--- src/rtl/cpu_types_pkg.sv ---
// Shared CPU-side types used by the register file and its debug dump engine.
//   word_t     : one 32-bit register file entry
//   regbits_t  : register index / read-select width (32 registers)
//   frame_byte : selects byte <cnt> of a dump frame (index byte, then data MSB-first)
package cpu_types_pkg;

  typedef logic [31:0] word_t;
  typedef logic [4:0]  regbits_t;

  // A frame is one index byte followed by the four data bytes.
  localparam int FRAME_BYTES = 5;

  function automatic logic [7:0] frame_byte(
    input logic [2:0] cnt,
    input regbits_t   idx,
    input word_t      word
  );
    logic [7:0] b;
    case (cnt)
      3'd0:    b = {3'b000, idx};
      3'd1:    b = word[31:24];
      3'd2:    b = word[23:16];
      3'd3:    b = word[15:8];
      default: b = word[7:0];
    endcase
    return b;
  endfunction

endpackage

--- src/rtl/register_file_dump.sv ---
// register_file_dump: walks registers 0..NREGS-1 through one register file
// read port and streams each as a 5-byte frame (index, data MSB-first).
//
// Ports:
//   CLK         in   system clock, rising edge
//   RST         in   asynchronous active-high reset
//   start       in   begin a dump, only honoured in IDLE
//   rsel        out  read select to the register file (always equals idx)
//   rdat        in   combinational read data for rsel
//   byte_out    out  stream byte
//   byte_valid  out  byte_out holds a byte
//   byte_ready  in   sink accepts the byte when valid & ready
//   busy        out  high from the first LOAD through DONE
//   done        out  one-cycle pulse at the end of a dump
//   dbg_state_o out  current FSM state (0 IDLE, 1 LOAD, 2 SEND, 3 DONE)
//
// Handshake: byte_valid/byte_out are decoded purely from registered state, so
// they never depend combinationally on byte_ready; a byte is transferred on
// the rising edge where byte_valid & byte_ready, and the presented byte holds
// unchanged for as long as byte_ready stays low.
module register_file_dump
  import cpu_types_pkg::*;
#(
  parameter int NREGS = 32
) (
  input  logic        CLK,
  input  logic        RST,
  input  logic        start,
  output regbits_t    rsel,
  input  word_t       rdat,
  output logic [7:0]  byte_out,
  output logic        byte_valid,
  input  logic        byte_ready,
  output logic        busy,
  output logic        done,
  output logic [1:0]  dbg_state_o
);

  typedef enum logic [1:0] {
    S_IDLE = 2'd0,
    S_LOAD = 2'd1,
    S_SEND = 2'd2,
    S_DONE = 2'd3
  } state_e;

  localparam regbits_t LAST_IDX = regbits_t'(NREGS - 1);
  localparam logic [2:0] LAST_CNT = 3'(FRAME_BYTES - 1);

  state_e     state_q, state_d;
  regbits_t   idx_q, idx_d;
  logic [2:0] cnt_q, cnt_d;
  word_t      word_q, word_d;

  always_ff @(posedge CLK or posedge RST) begin
    if (RST) begin
      state_q <= S_IDLE;
      idx_q   <= '0;
      cnt_q   <= '0;
      word_q  <= '0;
    end else begin
      state_q <= state_d;
      idx_q   <= idx_d;
      cnt_q   <= cnt_d;
      word_q  <= word_d;
    end
  end

  always_comb begin
    state_d = state_q;
    idx_d   = idx_q;
    cnt_d   = cnt_q;
    word_d  = word_q;
    case (state_q)
      S_IDLE: begin
        if (start) begin
          state_d = S_LOAD;
          idx_d   = '0;
          cnt_d   = '0;
        end
      end
      S_LOAD: begin
        // Snapshot once per register so later writes cannot tear the frame.
        word_d  = rdat;
        cnt_d   = '0;
        state_d = S_SEND;
      end
      S_SEND: begin
        if (byte_ready) begin
          if (cnt_q != LAST_CNT) begin
            cnt_d = cnt_q + 3'd1;
          end else if (idx_q == LAST_IDX) begin
            state_d = S_DONE;
          end else begin
            idx_d   = idx_q + 5'd1;
            state_d = S_LOAD;
          end
        end
      end
      default: begin
        state_d = S_IDLE;
      end
    endcase
  end

  // rsel is the idx register itself, so the read port is set up a full cycle
  // before LOAD samples rdat.
  assign rsel        = idx_q;
  assign byte_valid  = (state_q == S_SEND);
  assign byte_out    = (state_q == S_SEND) ? frame_byte(cnt_q, idx_q, word_q) : 8'h00;
  assign busy        = (state_q != S_IDLE);
  assign done        = (state_q == S_DONE);
  assign dbg_state_o = state_q;

endmodule
--- config.mk ---
export PLATFORM = sky130hd
export DESIGN_NAME = register_file_dump
export DESIGN_NICKNAME = d
export VERILOG_FILES = /design/src/rtl/cpu_types_pkg.sv /design/src/rtl/register_file_dump.sv
export SDC_FILE = /design/constraint.sdc
export NUM_CORES = 1
export LEC_CHECK = 0
export ABC_AREA = 1
export CORE_MARGIN = 2
export CORE_UTILIZATION = 45
export CTS_BUF_LIST = sky130_fd_sc_hd__clkbuf_8
export CTS_CLUSTER_SIZE = 20
export DETAILED_ROUTE_END_ITERATION = 7
export HOLD_SLACK_MARGIN = 0.06
export PLACE_DENSITY_LB_ADDON = 0.12
export SLEW_MARGIN = 20
export SYNTH_ARGS = -nofsm -noshare
export SYNTH_HDL_FRONTEND = slang
export SYNTH_SLANG_ARGS = --single-unit
--- constraint.sdc ---
create_clock -name CLK -period 3.9 [get_ports CLK]
set_clock_uncertainty 0.2 [all_clocks]
set_input_delay 0.78 -clock CLK [delete_from_list [all_inputs] [get_ports CLK]]
set_output_delay 0.78 -clock CLK [all_outputs]
set_load 0.02 [all_outputs]
==> results.md, run 1 <==
* Outcome: finished, final reports clean
* Worst R2R Start: rsel[0]
* # diodes at 0
* Placed Cells at 367
* Vias in the first global route at 1,738
* Critical path origin: cnt_q[2]
* Worst Reg-to-Reg Cells at 9
* Max_cap viols at 0
* Maximum fanout along the worst path at 11
* Least-Margin Pin Slew at roughly 0.57 ns
* Max-slew headroom at between 60% and 70%
* Area delta synth->final at 28.1%
* Critical setup path kind: reg2out
* Setup WS post-layout at ~0.32 ns
* CORE AREA at about 0.0050 mm^2
* CTS clk-pin slew, worst paths at around 0.08 ns
* IO Pins at between 50 and 60
* H-tree Lvls at 2
* CTS Hold Bufs at 0
* Initial antenna violation count at 0
* Post-synth top area cell: dfrtp_1
* Deepest clock path buffer count at 2
* RSZ-0062 raised after global routing: no
* Final number of setup-violating endpoints at 0
* Comb power frac at ~49%
* Layout Nets at ~350
* Largest stage delay on the critical path at about 0.64 ns
* Post-placement setup slack at roughly 0.64 ns
* Top cells by area, synth: dfrtp_1 45%, mux2_4 13%, nand2_1 11%, nor2_1 5.0%, mux2_2 4.4%
* Mapped Cells at approximately 250
* Drt pass-1 iters at 4
* Row cnt at 26
* Worst VDD drop at about 0.00032 V
* Final Critical Period at between 3 and 4 ns
* GPL Wtd Cong at 0.830
* CP endpoint kind: output pin
* Worst-skew pair later-pin latency at 0.29 ns
* Drt initial violations at 56
* Routed len/inst at ~13 um
* Final non-filler cell total at 374
* Post-synth top area share at a little under half
* Largest net degree at the start of global routing at 43
* Syn nets at roughly 290
* Root Driver: clkbuf_8
* Post-Synthesis Cell Area at 0.00233 mm^2
* Reg2reg setup slack at between 1.5 and 2 ns
* Resized Gates After CTS at 0
* Leakage at around 1.4 nW
* Clock Power Share at about an eighth
* CP required at between 2 and 3 ns
* CTS tree: built
* Synth Area per Inst at 9.34 um^2
* Net Sw Frac at between 30% and 40%
* Vias/cell at 4.84
* Post-synthesis sequential area ratio at a little under half
* Startpoint Class: flop
* Max Fclk at approximately 280 MHz
* Warnings, synthesis at 0
* Period utilisation layout at approximately 92%
* IO Port Bufs at 53
* Total wire length after detailed routing at ~4800 um
* Seq cells post-synth at 42
* FF-to-FF End: rsel[2]
* Hold/Removal Path Class: reg2reg
* Crit path to: byte_out[1]
* CP arrival at approximately 2.6 ns
* GR Overflow Total at 0
* CTS sink count at 42
* Gr usage total at between 10% and 20%
* P_int at 0.00126 W
* NetSw at 0.000757 W
* DIE WIDTH at 75.9 um
* Final Power at ~0.002 W
* Part of the power in registers at 38.3%
* Slowest CP cell: clkdlybuf4s50_1
* Post CTS Setup Buffer Count at 0
* Yosys cell types at 25
* Fin util at 59.1%
* Fin Setup TNS at 0 ns
* First-pass GRT wire length at about 8000 um
* DRC at 0
* Post-route ant nets at 0
* Num CTS Buffers at 5
* Pins Over Slew Limit at 0
* Starting Density at approximately 46%
* Crit-path cells: inv_1 > ha_1 > nor2_1 > nand3_1 > a21oi_1 > clkdlybuf4s50_1
* DP HPWL at approximately 3600 um
* Die Y-Extent at ~76 um
* Hold Vio Cnt, Final at 0
* Die area at 0.00576 mm^2
* Cell area power density at roughly 680 mW/mm^2
* Fillers at between 400 and 500
* Layout cells sized above 1 at between 10% and 20%
* Vias at around 1,800
## cells in the mapped netlist
cell type / number
nor2_1: 31
dfrtp_1: 42
inv_1: 22
buf_2: 2
nand2_1: 66
mux2_2: 9
o21ai_2: 1
nand3_1: 17
a31oi_1: 1
nor2_4: 2
nand2_4: 1
o21ai_0: 3
nor3b_1: 1
o21ai_4: 1
o21ai_1: 1
mux2_4: 20
inv_2: 1
nand2_2: 3
nand3_4: 1
buf_6: 3
a21oi_1: 9
nand4_1: 3
ha_1: 7
buf_4: 1
inv_4: 1
## sequential cells by signal (all words and copies together) (netlist names)
| signal | count |
|---|---|
| cnt_q | 3 |
| dbg_state_o | 2 |
| rsel | 5 |
| word_q | 32 |
## final cells by class
cell class / instances / area (um^2) / share of cell area (%)
Multi-Input combinational cell: 177 / 1130 / 38.0
Inverter: 24 / 92.6 / 3.11
Timing Repair Buffer: 54 / 538 / 18.1
Clock inverter: 2 / 11.3 / 0.378
Tap cell: 70 / 87.6 / 2.94
Sequential cell: 42 / 1050 / 35.3
Clock buffer: 5 / 68.8 / 2.31
## metal layers
layer / wire length [um] / global-route usage [%] / share of wire, %
met4: 94 / 6.04 / 1.9
met5: 0 / 0 / 0
met1: 2370 / 26.4 / 49
met2: 2150 / 28.0 / 45
met3: 203 / 4.23 / 4.2
## cell families after synthesis
group                      Yosys count  synth area share (%)
and+or+nand+nor                    125                  23.5
AOI/OAI and AO/OA                   16                  4.14
DFF                                 42                  45.2
buffers and inverters               30                  6.19
adders and majority gates            7                  3.77
muxes                               29                  17.3
## worst max-delay path: cells and delay by family (launching register included)
kind                     cells  cell delay (ns)
AND/OR/NAND/NOR              2             0.43
adder cells (fa/ha/maj)      1             0.40
flip-flops                   1             0.42
buffers and inverters        2             0.84
AO/OA/AOI/OAI                1             0.21
## through the flow
stage | instance area, um^2 | hold slack [ns]
6_report | 2980 | 0.310
5_1_grt | 2980 | 0.325
4_1_cts | 2980 | 0.311
3_5_place_dp | 2900 | 0.293
3_3_place_gp | 2900 | 0.292
2_1_floorplan | 2330 | 0.279
## worst min-delay path by stage
stage,start,to,cells after the start
3_5_place_dp,word_q[10],word_q[10],1
5_1_grt,word_q[10],word_q[10],1
4_1_cts,word_q[10],word_q[10],1
6_report,word_q[10],word_q[10],1
2_1_floorplan,word_q[15],word_q[15],1
3_3_place_gp,word_q[9],word_q[9],1
## power by group through the flow
stage | Combinational (W) | Sequential (W) | Clock (W)
after global routing | 0.00108 | 0.000791 | 0.000289
after floorplan | 0.000761 | 0.000747 | 0
after CTS | 0.000990 | 0.000768 | 0.000273
after detailed placement | 0.000985 | 0.000775 | 0
after global placement | 0.000965 | 0.000777 | 0
final | 0.000976 | 0.000770 | 0.000266
## cells in the final DEF, fill, tap and decap left out, drive strengths merged
cell and instances:
a21oi 9, a31oi 1, buf 1, clkbuf 5, clkdlybuf4s50 53, clkinvlp 1, dfrtp 42, ha 7
inv 25, mux2 29, nand2 70, nand3 18, nand4 3, nor2 33, nor3b 1, o21ai 6
Note: power is estimated with default switching activity, not from simulation.
==> run 2: changes to the inputs <==
--- a/config.mk
+++ b/config.mk
@@ -17,3 +17,4 @@
 export SYNTH_ARGS = -nofsm -noshare
 export SYNTH_HDL_FRONTEND = slang
 export SYNTH_SLANG_ARGS = --single-unit
+export TNS_END_PERCENT = 50
==> results of run 2 <==
Same layout as run 1: the final DEF is identical, and so are final timing and power.
==> run 3: changes to the inputs <==
--- a/config.mk
+++ b/config.mk
@@ -6,6 +6,7 @@
 export NUM_CORES = 1
 export LEC_CHECK = 0
 export ABC_AREA = 1
+export CORE_ASPECT_RATIO = 0.6
 export CORE_MARGIN = 2
 export CORE_UTILIZATION = 45
 export CTS_BUF_LIST = sky130_fd_sc_hd__clkbuf_8
==> results.md, run 3 (synthesized netlist as in run 1, its figures left out) <==
* Layout cells sized above 1 at around 16%
* RSZ-0062 raised after global routing: no
* CP arrival at about 2.6 ns
* Drt pass-1 iters at 4
* Final non-filler cell total at 371
* Period utilisation layout at between 90% and 100%
* Vias at 1,801
* DP HPWL at around 3600 um
* H-tree Lvls at 2
* Hold/Removal Path Class: reg2reg
* Num CTS Buffers at 5
* Worst R2R Start: rsel[0]
* Setup WS post-layout at around 0.34 ns
* CTS sink count at 42
* Max reg flops at 32
* # diodes at 0
* Critical setup path kind: reg2out
* FF-to-FF End: rsel[3]
* Post-route ant nets at 0
* Worst hold path cell count at 1
* Max_cap viols at 0
* Root Driver: clkbuf_8
* CTS Hold Bufs at 0
* CTS clk-pin slew, worst paths at around 0.080 ns
* Hold Startpoint: word_q[10]
* Startpoint Class: flop
* Drt initial violations at ~120
* Least-Margin Pin Slew at 0.581 ns
* Vias in the first global route at about 1,600
* Max Fclk at 281 MHz
* CP endpoint kind: output pin
* Final number of setup-violating endpoints at 0
* Post CTS Setup Buffer Count at 0
* Gr usage total at roughly 18%
* Die area at 0.00578 mm^2
* CORE AREA at roughly 0.0050 mm^2
* CTS tree: built
* Reg2reg setup slack at around 1.8 ns
* Post-placement setup slack at 0.671 ns
* Deepest clock path buffer count at 2
* Die Y-Extent at between 50 and 60 um
* Max-slew headroom at between 60 and 70%
* Worst-skew pair later-pin latency at approximately 0.30 ns
* IO Port Bufs at between 50 and 60
* Fin Setup TNS at 0 ns
* Area delta synth->final at 28.4%
* Largest net degree at the start of global routing at 43
* Routed len/inst at roughly 13 um
* Placed Cells at between 300 and 400
* GR Overflow Total at 0
* Leakage at about 1.4 nW
* Worst VDD drop at around 0.00027 V
* Biggest register: word_q
* Hold Vio Cnt, Final at 0
* GPL Wtd Cong at 0.812
* Hold endpoint: word_q[10]
* Starting Density at about 46%
* DIE WIDTH at about 97 um
* DRC at 0
* Maximum fanout along the worst path at 11
* IO Pins at between 50 and 60
* Initial antenna violation count at 0
* Worst Reg-to-Reg Cells at 9
* Critical path origin: cnt_q[2]
* Fillers at between 400 and 500
* Pins Over Slew Limit at 0
* Commonest non-fill, non-tap cells in the layout: 66 x nand2_1, 53 x clkdlybuf4s50_1, 42 x dfrtp_1
* Row cnt at 20
* Outcome: finished, final reports clean
* Resized Gates After CTS at 0
* First-pass GRT wire length at between 7000 and 8000 um
* Layout Nets at around 350
* Cell area power density at just under 700 mW/mm^2
* Fin area at ~0.003 mm^2
* Vias/cell at a little under 5
* Dpl cell area at 0.00290 mm^2
* CP required at 2.92 ns
* Commonest non-fill, non-tap cell in the layout: nand2_1
* Final Critical Period at approximately 3.6 ns
* Total wire length after detailed routing at about 4800 um
## run 3: cell count changes in the layout (fill, tap and decap cells not counted)
cell and change:
clkinvlp_4 -1, clkbuf_8 +1, clkinv_2 +1
## run 3: per-stage QoR
step	power (W)	util, %	hold WS (ns)
floorplan	0.00151	-	0.279
global placement	0.00175	57.6	0.292
detailed placement	0.00176	57.6	0.297
CTS	0.00205	59.4	0.317
global route	0.00217	59.4	0.326
finish	0.00204	59.4	0.313
## run 3: routing by layer
layer  global-route usage (%)  routed length, um  part of all wire [%]
met3                     5.15                302                   6.3
met1                     26.3               2560                    53
met2                     24.6               1880                    39
met4                     6.64                 70                   1.5
met5                        0                  0                     0
## run 3: final cells by class
class	count	area (um^2)	area share (%)
well taps	66	82.6	2.76
multi-input cells	177	1130	37.9
clock inverters	2	8.76	0.293
flip-flops and latches	42	1050	35.2
repair buffers	54	538	18.0
inverters	24	92.6	3.10
clock buffers	6	82.6	2.76
## run 3: worst max path at each step
stage	to	cells after the start
2_1_floorplan	byte_out[0]	7
4_1_cts	byte_out[0]	6
6_report	byte_out[0]	6
3_3_place_gp	byte_out[4]	6
5_1_grt	byte_out[0]	6
3_5_place_dp	byte_out[0]	6
## run 3: critical path, stage by stage, from the launching register on
cell             delay, ns
dfrtp_1               0.42
inv_1                 0.18
ha_1                  0.37
nor2_1                0.34
nand3_1               0.12
a21oi_1               0.20
clkdlybuf4s50_1       0.64
## run 3: report_power, final
group	leakage (nW)	switching [W]	internal, W	total, W
logic	0.874	0.000483	0.000504	0.000988
registers	0.506	0.000134	0.000631	0.000765
clock network	0.0524	0.000142	0.000140	0.000282
